`src/rtl/shift_norm_pkg.sv`:
```
// rtl/shift_norm_pkg.sv - shared FSM state type and mode encoding for the shift normaliser
package shift_norm_pkg;

  typedef enum logic [1:0] {IDLE, RUN, DONE} statetype;

  localparam logic MODE_UNSIGNED = 1'b0;
  localparam logic MODE_ARITH    = 1'b1;

endpackage

```
`src/rtl/norm_detect.sv`:
```
// rtl/norm_detect.sv - combinational termination and degenerate-operand detection
module norm_detect
  import shift_norm_pkg::*;
#(
  parameter int WIDTH = 8
) (
  input  logic [WIDTH-1:0] val_i,
  input  logic             mode_i,
  output logic             term_o,
  output logic             degen_o
);

  logic all_zero;
  logic all_ones;

  assign all_zero = (val_i == '0);
  assign all_ones = (val_i == {WIDTH{1'b1}});

  // Signed values are normalised once the sign bit differs from the bit below it.
  always_comb begin
    term_o  = 1'b0;
    degen_o = 1'b0;
    if (mode_i == MODE_ARITH) begin
      degen_o = all_zero | all_ones;
      term_o  = val_i[WIDTH-1] ^ val_i[WIDTH-2];
    end else begin
      degen_o = all_zero;
      term_o  = val_i[WIDTH-1];
    end
  end

endmodule

```
`src/rtl/shift_normalizer.sv`:
```
// rtl/shift_normalizer.sv - iterative one-bit-per-cycle normaliser with start/done handshake
module shift_normalizer
  import shift_norm_pkg::*;
#(
  parameter int WIDTH = 8,
  parameter int SHW   = 5
) (
  input  logic             clk,
  input  logic             reset,
  input  logic             start,
  input  logic             arith,
  input  logic [WIDTH-1:0] din,
  output logic             busy,
  output logic             done,
  output logic [WIDTH-1:0] dout,
  output logic [SHW-1:0]   shamt,
  output logic             zero
);

  statetype         state_q, state_d;
  logic [WIDTH-1:0] val_q, val_d;
  logic [SHW-1:0]   cnt_q, cnt_d;
  logic             mode_q, mode_d;
  logic [WIDTH-1:0] dout_q, dout_d;
  logic [SHW-1:0]   shamt_q, shamt_d;
  logic             zero_q, zero_d;
  logic             term, degen;

  norm_detect #(.WIDTH(WIDTH)) u_detect (
    .val_i   (val_q),
    .mode_i  (mode_q),
    .term_o  (term),
    .degen_o (degen)
  );

  always_comb begin
    state_d = state_q;
    val_d   = val_q;
    cnt_d   = cnt_q;
    mode_d  = mode_q;
    dout_d  = dout_q;
    shamt_d = shamt_q;
    zero_d  = zero_q;
    case (state_q)
      IDLE, DONE: begin
        // DONE accepts directly so back-to-back operations skip the IDLE bubble.
        if (start) begin
          val_d   = din;
          cnt_d   = '0;
          mode_d  = arith;
          state_d = RUN;
        end else begin
          state_d = IDLE;
        end
      end
      RUN: begin
        if (degen) begin
          state_d = DONE;
          dout_d  = val_q;
          shamt_d = '0;
          zero_d  = 1'b1;
        end else if (term) begin
          state_d = DONE;
          dout_d  = val_q;
          shamt_d = cnt_q;
          zero_d  = 1'b0;
        end else begin
          val_d = val_q << 1;
          cnt_d = cnt_q + SHW'(1);
        end
      end
      default: state_d = IDLE;
    endcase
  end

  always_ff @(posedge clk) begin
    if (reset) begin
      state_q <= IDLE;
      val_q   <= '0;
      cnt_q   <= '0;
      mode_q  <= MODE_UNSIGNED;
      dout_q  <= '0;
      shamt_q <= '0;
      zero_q  <= 1'b0;
    end else begin
      state_q <= state_d;
      val_q   <= val_d;
      cnt_q   <= cnt_d;
      mode_q  <= mode_d;
      dout_q  <= dout_d;
      shamt_q <= shamt_d;
      zero_q  <= zero_d;
    end
  end

  assign busy  = (state_q == RUN);
  assign done  = (state_q == DONE);
  assign dout  = dout_q;
  assign shamt = shamt_q;
  assign zero  = zero_q;

endmodule

```
`config.mk`:
```
export PLATFORM = sky130hd
export DESIGN_NAME = shift_normalizer
export DESIGN_NICKNAME = d
export VERILOG_FILES = /design/src/rtl/shift_norm_pkg.sv /design/src/rtl/norm_detect.sv /design/src/rtl/shift_normalizer.sv
export SDC_FILE = /design/constraint.sdc
export NUM_CORES = 1
export LEC_CHECK = 0
export ABC_AREA = 1
export ABC_CLOCK_PERIOD_IN_PS = 4090
export CORE_AREA = 2 2 65 67
export DETAILED_ROUTE_END_ITERATION = 8
export DIE_AREA = 0 0 67 69
export SETUP_SLACK_MARGIN = 0.2
export SKIP_LAST_GASP = 1
export SYNTH_ARGS = -nofsm -noshare
export SYNTH_HDL_FRONTEND = slang
export SYNTH_SLANG_ARGS = --single-unit
```
`constraint.sdc`:
```
create_clock -name clk -period 4.09 [get_ports clk]
set_input_delay 0.818 -clock clk [delete_from_list [all_inputs] [get_ports clk]]
set_output_delay 0.818 -clock clk [all_outputs]
set_load 0.01 [all_outputs]
```
# Word level (Yosys, flattened, before mapping)
# Cells that the tools add are included.
dict set report totals {
  out_inout_bits 16
  register_bits 30
  elab_cells 45
}
dict set report op_classes {
  n_reduce_logical 8
  bitwise 2
  muxes 20
  addsub 1
  n_eq_ne 7
}
# operator n
set ops {}
lappend ops {{$mux W8} 5}
lappend ops {{$mux W5} 5}
lappend ops {{$pmux W8 S2} 1}
lappend ops {{$pmux W5 S2} 1}
lappend ops {{$eq A8 B8 Y1 const B} 1}
lappend ops {{$logic_not A8 Y1} 1}
lappend ops {{$ne A2 B2 Y1 const B} 3}
lappend ops {{$add A5 B1 Y5 const B} 1}
lappend ops {{$mux W1} 5}
lappend ops {{$mux W2} 2}
lappend ops {{$pmux W2 S2} 1}
lappend ops {{$reduce_and A2 Y1} 2}
lappend ops {{$reduce_and A4 Y1} 1}
lappend ops {{$reduce_bool A2 Y1} 2}
lappend ops {{$ne A3 B1 Y1 const B} 1}
lappend ops {{$eq A2 B1 Y1 const B} 1}
lappend ops {{$eq A2 B2 Y1 const B} 1}
lappend ops {{$logic_not A2 Y1} 1}
lappend ops {{$reduce_or A2 Y1} 1}
lappend ops {{$or A1 B1 Y1} 1}
lappend ops {{$xor A1 B1 Y1} 1}

# Depth between registers and ports, before layout
# Gate-level depths: netlist of run 1.
dict set report logic_depth {
  ltp_word 5
  mapped_depth 11
  depth_no_buf 10
}

# By module
# Synthesis of run 1 repeated with hierarchy kept, for this count alone.
dict set report hier_totals {
  cells_unflattened 198
  hier_area_um2 1450.1
}
# mod area_per_inst_um2 n_inst cells_each
set by_module_without_submodules {}
lappend by_module_without_submodules {shift_normalizer 1335.0 1 173}
lappend by_module_without_submodules {norm_detect 115.1 1 25}

# Worst setup path before layout of run 1
# No wires, ideal clock.
dict set report synth_timing {
  kind {input to register}
  startpoint {in reset}
  endpoint {reg dout_q[1], in the netlist dout[1]}
  path_stages 5
  required_time_ps 4031
  setup_slack_ps 2517
  n_path_buf 2
  arrival_time_ps 1514
  setup_ps 59
  cell_sequence {buf_2 inv_1 buf_1 nand3_1 nand2_1}
}
# element line
set synth_lines {}
lappend synth_lines {{start, declared} shift_normalizer.sv:9} ;# input logic reset,
lappend synth_lines {{end signal, assigned} shift_normalizer.sv:90} ;# dout_q <= dout_d;
lappend synth_lines {{end, declared} shift_normalizer.sv:24} ;# logic [WIDTH-1:0] dout_q, dout_d;

# Worst setup path after layout of run 1
dict set report layout_timing {
  startpoint {reg state_q[1]}
  endpoint {out busy}
}
dict set report layout_via {
  elab_chain_cells 1
}
# element line
set layout_lines {}
lappend layout_lines {{start, declared} shift_normalizer.sv:20} ;# statetype state_q, state_d;
lappend layout_lines {{start signal, assigned} shift_normalizer.sv:86} ;# state_q <= state_d;
lappend layout_lines {{$eq A2 B1 Y1} shift_normalizer.sv:96} ;# assign busy = (state_q == RUN);
lappend layout_lines {{end, declared} shift_normalizer.sv:13} ;# output logic busy,
# No other way between the ends.

==> results of run 1 <==
-- cells in the final DEF (no fill, tap or decap) --
cell type and count:
a21oi_2 1, clkinv_1 1, nand2_4 1, clkbuf_1 1
inv_1 23, xnor2_1 1, xor2_1 2, nor2_1 28
clkdlybuf4s50_1 27, nand2_1 58, ha_1 3, dfxtp_1 30
a31oi_1 1, nand3_2 3, a21oi_1 15, clkinv_2 1
inv_2 2, a21boi_0 1, o211ai_1 1, nor2_4 1
nand3_1 29, o21ai_0 9, nand2_2 2, clkbuf_8 6
-- sequential cells by signal (all words and copies together) (netlist names) --
signal	count
state_q	2
mode_q	1
dout	8
cnt_q	5
val_q	8
zero	1
shamt	5
-- metal layers --
| layer | vias up | share of wire [%] | routed length [um] |
|---|---|---|---|
| met3 | 6 | 4.1 | 135 |
| met4 | 0 | 1.9 | 63 |
| met1 | 609 | 51 | 1690 |
| met2 | 20 | 43 | 1410 |
| met5 | - | 0 | 0 |
| li1 | 747 | - | - |
-- kinds of logic after synthesis --
| kind of cell | Yosys count | share of synthesized area (%) |
|---|---|---|
| fa+ha+maj | 3 | 2.47 |
| compound gates | 28 | 9.89 |
| simple gates | 122 | 35.1 |
| xor+xnor | 3 | 1.73 |
| buf+inv | 37 | 11.3 |
| flops | 30 | 39.5 |
-- report_power, final --
part / internal (uW) / switching (uW)
Clock: 136 / 114
Combinational: 76.8 / 113
Sequential: 321 / 22.3
-- final cells by class --
class	instances	area, sq um	area share [%]
clock buffers	7	86.3	4.62
clock inverters	1	5.00	0.268
inverters	26	97.6	5.22
multi-input cells	156	747	40.0
flip-flops and latches	30	601	32.1
well taps	50	62.6	3.35
repair buffers	27	270	14.5
-- worst max path at each step --
stage,cells after the start,end
floorplan,5,dout[1]
global placement,4,busy
detailed placement,4,busy
CTS,4,busy
global route,4,busy
finish,4,busy
-- worst min-delay path: cells and delay by family, from the launching register on --
family	cells	cell delay (ns)
flip-flops	1	0.32
AND/OR/NAND/NOR	2	0.10
-- stage by stage --
step           hold slack [ns]  util (%)  total power (uW)  setup WS, ns
6_report                 0.467      47.8               782          1.17
5_1_grt                  0.483      47.8               831         0.991
4_1_cts                  0.469      47.8               792          1.16
3_5_place_dp             0.459      45.4               540          1.46
3_3_place_gp             0.450      45.4               539          1.50
2_1_floorplan            0.438         -               491          2.52
==> flow_summary_export.csv, run 1 <==
group,metric,value,unit
synthesis,netlist_instances,223,
global_routing,grt_busiest_layer,"met2",
synthesis,synth.distinct_cells,25,
sta,post-route-min-period,2.92,ns
final_layout,diodes,0,
power,p_leak,0.000855,uW
global_routing,grt_max_degree,30,
worst_hold_path,worstHoldStart,"val_q[1]",
synthesis,avgSynthCellArea,6.81,sq um
worst_hold_path,hp-class,"register to register",
global_routing,grt-ovfl-total,0,
sta,max_slew_margin,51.6,%
synthesis,yosysMostFrequentCell,"nand2_1",
die,initial_core_util,38.8,%
synthesis,synthArstFlopShare,0,%
clock_network,cts_sinks,30,
drt,vias,1382,
global_routing,use_met3,5.06,%
critical_path,critical_path_arrival,2.10,ns
synthesis,synth_nets,238,
global_routing,grt_usage,16.0,%
clock_network,clock-root-buffer,"clkbuf_8",
clock_network,numCtsBuffers,5,
drt,drtIter0Drc,105,
critical_path,crit_path_top_delay_cell,"clkdlybuf4s50_1",
clock_network,ctsHoldBuffers,0,
die,io_pins,28,
die,die_w,67,um
clock_network,clock_latency,0.28,ns
placement,post-dp-hpwl,2.28,mm
sta,setup_viol,0,
global_routing,grt.met1_usage,21.2,%
die,die_area,4620,sq um
drt,ant_nets,0,
critical_path,crit_path_start,"state_q[1]",
power,ir_drop,0.194,mV
clock_network,cts_tree,"done",
clock_network,cts.repair.resized,0,
drt,post_drt_via_cell_ratio,4.65,
critical_path,crit_family,"buffers and inverters",
final_layout,finalNonFillerCells,297,
global_routing,grt_pass1_wl,5.69,mm
clock_network,postCtsSetupBuffers,0,
final_layout,final.fill_count,412,
synthesis,yosys_most_used_dff,"dfxtp_1",
global_routing,grt_pass1_vias,1233,
critical_path,slowest_delay,0.58,ns
critical_path,worstSetupEndpointType,"output pin",
sta,finClkSkew,0.00311,ns
worst_hold_path,hold_path_end,"dout[1]",
sta,hold_viol,0,
placement,portBuffers,27,
synthesis,synth_area,1520,sq um
global_routing,grt_use_met2,23.8,%
drt,drc,0,
sta,finalSetupTns,0,ns
synthesis,synth_top_area_share,39.5,%
synthesis,synth_seq_cells,30,
final_layout,syn_to_final_growth,23.1,%
clock_network,htreeDepth,2,
run_status,status,"finished clean",
die,die_h,69,um
placement,gp_congestion,0.831,
critical_path,r2r-end,"cnt_q[1]",
die,core,3910,sq um
sta,final_max_slew_viol_count,0,
critical_path,cp_cell_sequence,"inv_1, nand2_1, clkinv_1, clkdlybuf4s50_1",
run,drv_cap,0,
die,rows,23,
critical_path,path_class,"register to output pin",
power,cellPowerDensity,419,nW/um^2
sta,worst_pin_slew,0.725,ns
critical_path,critPathLaunchType,"register",
clock_network,clkSlewWorstSetupHoldPaths,0.07,ns
placement,place_area,1780,sq um
worst_hold_path,whs_path_depth,2,
global_routing,antenna_found_initial,0,
sta,rsz0062_at_grt,"false",
critical_path,rr_startpoint,"val_q[6]",
sta,fmaxAchievable,0.343,GHz
synthesis,synthTopCellsByArea,"dfxtp_1, nand2_1, nand3_1",
synthesis,yosysTopAreaCell,"dfxtp_1",
critical_path,crit_buf_inv,3,
synthesis,synth_warnings,0,
synthesis,yosysSeqAreaShare,39.5,%
placement,dp.cells,289,
critical_path,r2r_cells,8,
drt,drtPass1Iterations,4,
clock_network,clockBufferDepth,2,
critical_path,cp.required,3.27,ns
drt,drt_wl_total,3.30,mm
sta,fin_crit_sh,71.3,%
final_layout,final_nets,261,
critical_path,reg2reg_slack,2.08,ns
final_layout,drive_gt1_share,6.88,%
critical_path,crit_fanout,21,
synthesis,synth_commonest_cells,"nand2_1, dfxtp_1, nand3_1, nor2_1, inv_1",
synthesis,synth_edf_count,0,
final_layout,fin_area,1870,sq um
drt,post_drt_wl_per_cell,11.1,um
(Power assumes the default switching activity.)
==> run 2, diff against run 1 <==
--- a/config.mk
+++ b/config.mk
@@ -6,7 +6,7 @@
 export NUM_CORES = 1
 export LEC_CHECK = 0
 export ABC_AREA = 1
-export ABC_CLOCK_PERIOD_IN_PS = 4090
+export ABC_CLOCK_PERIOD_IN_PS = 2500
 export CORE_AREA = 2 2 65 67
 export DETAILED_ROUTE_END_ITERATION = 8
 export DIE_AREA = 0 0 67 69
==> constraint.sdc (replaced) <==
create_clock -name clk -period 2.5 [get_ports clk]
set_input_delay 0.5 -clock clk [delete_from_list [all_inputs] [get_ports clk]]
set_output_delay 0.5 -clock clk [all_outputs]
set_load 0.01 [all_outputs]
==> flow_summary_export.csv, run 2 (same netlist as run 1, synthesis figures left out) <==
group,metric,value,unit
global_routing,grt_usage,15.9,%
run,drv_cap,0,
placement,portBuffers,27,
sta,final_max_slew_viol_count,0,
die,die_w,67,um
sta,max_slew_margin,70.5,%
clock_network,numCtsBuffers,5,
drt,drtIter0Drc,51,
final_layout,finalNonFillerCells,300,
die,io_pins,28,
global_routing,grt_pass1_wl,5.77,mm
placement,place_ws,0.557,ns
global_routing,grt_pass1_vias,1283,
final_layout,final_nets,265,
clock_network,cts_sinks,30,
sta,post-route-min-period,2.02,ns
final_layout,final.fill_count,423,
clock_network,ctsHoldBuffers,0,
drt,drt_wl_total,3.27,mm
sta,finalSetupTns,0,ns
critical_path,worstSetupEndpointType,"output pin",
placement,gp_congestion,0.769,
placement,post-dp-hpwl,2.34,mm
run_status,status,"finished clean",
critical_path,cp.required,2.00,ns
clock_network,clockBufferDepth,2,
sta,finClkSkew,0.00597,ns
power,p_leak,0.000869,uW
power,ir_drop,0.228,mV
critical_path,critical_path_arrival,1.52,ns
sta,setup_ws,0.477,ns
clock_network,htreeDepth,2,
die,die_h,69,um
critical_path,crit_path_top_delay_cell,"clkdlybuf4s50_1",
clock_network,cts.repair.resized,0,
sta,fmaxAchievable,0.494,GHz
die,core,3910,sq um
final_layout,drive_gt1_share,8.40,%
global_routing,grt_max_degree,29,
critical_path,crit_buf_inv,3,
sta,worst_pin_slew,0.441,ns
die,die_area,4620,sq um
drt,vias,1400,
critical_path,path_class,"register to output pin",
power,cellPowerDensity,660,nW/um^2
final_layout,diodes,0,
global_routing,use_met3,5.38,%
sta,fin_crit_sh,80.9,%
global_routing,grt.met1_usage,21.6,%
clock_network,postCtsSetupBuffers,0,
global_routing,grt-ovfl-total,0,
global_routing,grt_use_met2,23.3,%
critical_path,crit_family,"buffers and inverters",
drt,drtPass1Iterations,4,
die,rows,23,
worst_hold_path,hp-class,"register to register",
drt,ant_nets,0,
clock_network,clock_latency,0.28,ns
clock_network,clkSlewWorstSetupHoldPaths,0.07,ns
critical_path,crit_fanout,9,
global_routing,grt_busiest_layer,"met2",
final_layout,final_common_cell,"nand2_1",
sta,hold_viol,0,
drt,post_drt_via_cell_ratio,4.67,
power,power.total,1250,uW
die,initial_core_util,38.8,%
drt,post_drt_wl_per_cell,10.9,um
placement,dp.cells,293,
final_layout,mostFrequentLayoutCells,"nand2_1, dfxtp_1, nand3_1",
critical_path,cp_cell_sequence,"inv_1, nand2_1, clkinv_1, clkdlybuf4s50_1",
global_routing,antenna_found_initial,0,
clock_network,clock-root-buffer,"clkbuf_8",
critical_path,slowest_delay,0.57,ns
drt,drc,0,
sta,setup_viol,0,
sta,rsz0062_at_grt,"false",
critical_path,critPathLaunchType,"register",
clock_network,cts_tree,"done",
final_layout,syn_to_final_growth,24.2,%
final_layout,postLayoutCoreUtil,48.2,%
-- run 2: cell count changes in the layout (fill, tap and decap cells not counted), sizes merged --
| cell | before | now |
|---|---|---|
| buf | 0 | 4 |
| clkinv | 2 | 3 |
| clkbuf | 7 | 5 |
-- run 2: metrics by stage --
step	hold WS, ns	cell area (sq um)
2_1_floorplan	0.438	1520
3_3_place_gp	0.452	1810
3_5_place_dp	0.463	1810
4_1_cts	0.473	1890
5_1_grt	0.484	1890
6_report	0.469	1890
-- run 2: power breakdown --
| part | leakage [uW] | switching (uW) | internal, uW |
|---|---|---|---|
| registers | 0.000246 | 35.5 | 525 |
| logic | 0.000580 | 187 | 133 |
| clock network | 0.0000438 | 179 | 186 |
-- run 2: cell type report --
cell class	instances	area [sq um]	share of cell area, %
Inverter	26	97.6	5.17
Clock buffer	5	68.8	3.65
Sequential cell	30	601	31.8
Clock inverter	2	10.0	0.531
Multi-Input combinational cell	156	747	39.6
Tap cell	50	62.6	3.32
Timing Repair Buffer	31	300	15.9
-- run 2: path summary, 6_finish.rpt --
check	startpoint	to	slack (ns)	cells after the start
worst max register to register	val_q[6]	val_q[2]	0.62	9
worst max-delay path	state_q[1]	busy	0.48	4
worst min-delay path	dout[4]	dout[4]	0.47	2
worst min register to register	dout[4]	dout[4]	0.47	2
-- run 2: tightest hold or removal path, stage by stage, from the launching register on --
cell and delay (ns):
dfxtp_1 0.31, nand3_1 0.07, nand2_1 0.05
-- run 2: metal layers --
metal | vias up | wire [um]
met5 | - | 0
met4 | 0 | 68
met3 | 7 | 157
met2 | 22 | 1400
met1 | 619 | 1650
li1 | 752 | -
==> run 3, diff against run 2 <==
--- a/config.mk
+++ b/config.mk
@@ -6,7 +6,7 @@
 export NUM_CORES = 1
 export LEC_CHECK = 0
 export ABC_AREA = 1
-export ABC_CLOCK_PERIOD_IN_PS = 2500
+export ABC_CLOCK_PERIOD_IN_PS = 1700
 export CORE_AREA = 2 2 65 67
 export DETAILED_ROUTE_END_ITERATION = 8
 export DIE_AREA = 0 0 67 69
==> constraint.sdc (replaced) <==
create_clock -name clk -period 1.7 [get_ports clk]
set_input_delay 0.34 -clock clk [delete_from_list [all_inputs] [get_ports clk]]
set_output_delay 0.34 -clock clk [all_outputs]
set_load 0.01 [all_outputs]
==> flow_summary_export.csv, run 3 (same netlist as run 1, synthesis figures left out) <==
group,metric,value,unit
critical_path,crit_path_start,"val_q[6]",
drt,vias,1515,
die,initial_core_util,38.8,%
power,ir_drop,0.451,mV
sta,finClkSkew,0.00186,ns
power,clock_power_share,28.4,%
critical_path,rr_startpoint,"val_q[6]",
clock_network,clock_latency,0.28,ns
drt,drc,0,
die,die_h,69,um
clock_network,clkSlewWorstSetupHoldPaths,0.06,ns
power,swShare,33.2,%
drt,drtPass1Iterations,4,
power,pwr-share-comb,31.8,%
clock_network,ctsHoldBuffers,0,
sta,post-route-min-period,1.44,ns
die,core,3910,sq um
final_layout,syn_to_final_growth,46.4,%
final_layout,fin_area,2220,sq um
final_layout,final_nets,280,
global_routing,antenna_found_initial,0,
sta,fmaxAchievable,0.692,GHz
die,die_w,67,um
placement,place_area,1860,sq um
placement,portBuffers,27,
final_layout,mostFrequentLayoutCells,"nand2_1, dfxtp_1, nor2_1",
sta,setup_viol,0,
drt,post_drt_wl_per_cell,11.7,um
clock_network,clockBufferDepth,2,
run,drv_cap,0,
sta,finalSetupTns,0,ns
critical_path,crit_end,"cnt_q[3]",
sta,hold_viol,0,
critical_path,crit_fanout,8,
run_status,status,"finished clean",
critical_path,r2r-end,"cnt_q[3]",
global_routing,grt_usage,16.6,%
global_routing,grt_max_degree,29,
critical_path,path_class,"register to register",
sta,setup_ws,0.256,ns
critical_path,worstSetupEndpointType,"register",
drt,drt_wl_total,3.71,mm
sta,final_max_slew_viol_count,0,
power,switching_power,692,uW
power,cellPowerDensity,939,nW/um^2
sta,worst_pin_slew,0.570,ns
sta,rsz0062_at_grt,"true",
power,seqPwrFrac,39.9,%
drt,post_drt_via_cell_ratio,4.79,
sta,max_slew_margin,61.9,%
placement,place_ws,0.0984,ns
power,p_leak,0.00126,uW
critical_path,r2r_cells,9,
critical_path,critPathLaunchType,"register",
placement,dp.cells,299,
die,io_pins,28,
die,die_area,4620,sq um
clock_network,cts_sinks,30,
drt,drtIter0Drc,123,
die,rows,23,
power,power.internal,1400,uW
critical_path,critical_path_arrival,1.62,ns
clock_network,htreeDepth,2,
clock_network,cts_tree,"done",
drt,ant_nets,0,
worst_hold_path,hp-class,"register to register",
critical_path,cp.required,1.88,ns
placement,post-dp-hpwl,2.44,mm
global_routing,grt-ovfl-total,0,
global_routing,grt_pass1_wl,5.96,mm
sta,fin_crit_sh,85.0,%
global_routing,grt_pass1_vias,1303,
clock_network,numCtsBuffers,5,
final_layout,finalNonFillerCells,316,
final_layout,diodes,0,
clock_network,clock-root-buffer,"clkbuf_8",
final_layout,drive_gt1_share,22.9,%
final_layout,final_common_cell,"nand2_1",
placement,gp_congestion,0.829,
critical_path,reg2reg_slack,0.26,ns
run 3: worst min-delay path by stage:
| stage | cells after the start | startpoint | slack [ns] | to |
|---|---|---|---|---|
| final | 2 | shamt[1] | 0.46 | shamt[1] |
| after global routing | 2 | dout[0] | 0.49 | dout[0] |
| after CTS | 2 | val_q[2] | 0.47 | dout[2] |
| after detailed placement | 2 | val_q[6] | 0.45 | dout[6] |
| after global placement | 2 | val_q[6] | 0.45 | dout[6] |
| after floorplan | 2 | val_q[6] | 0.43 | dout[6] |
run 3: metal layers:
metal | up-vias | GRT usage, % | routed length, um
met2 | 30 | 25.4 | 1800
li1 | 791 | - | -
met5 | - | 0 | 0
met3 | 7 | 5.38 | 178
met1 | 687 | 22.3 | 1680
met4 | 0 | 4.08 | 57
run 3: metrics by stage:
step,total power [uW],hold WS [ns],utilization (%)
after floorplan,1190,0.428,-
after global placement,1340,0.451,47.5
after detailed placement,1340,0.452,47.5
after CTS,1960,0.468,51.4
after global routing,2210,0.489,56.8
final,2090,0.457,56.8
run 3: power groups by stage:
| stage | sequential (uW) | combinational (uW) | clock (uW) |
|---|---|---|---|
| global placement | 841 | 498 | 0 |
| detailed placement | 842 | 499 | 0 |
| CTS | 826 | 537 | 600 |
| global route | 844 | 736 | 632 |
| finish | 833 | 663 | 592 |
| floorplan | 838 | 349 | 0 |
run 3: layout make-up:
class	instances	area (sq um)
fill	408	1690
clock buffer	7	86.3
timing repair buffer	44	453
multi-input combinational	158	912
sequential	30	604
tap	50	62.6
inverter	26	100
clock inverter	1	5.00
run 3: critical path: stages, from the launching register on:
cell	delay, ns
dfxtp_2	0.35
inv_4	0.04
ha_4	0.22
inv_2	0.06
nand2_4	0.06
a21oi_4	0.14
nand3_4	0.13
buf_6	0.16
a21oi_1	0.12
nor2_1	0.06
run 3: what timing repair did:
action / CTS / global route
endpoints found under the hold margin: 0 / 0
pin swaps: 1 / 14
gates resized for setup: 12 / 46
cloned: 2 / 1
setup buffers: 2 / 4
setup endpoints to repair: 24 / 39
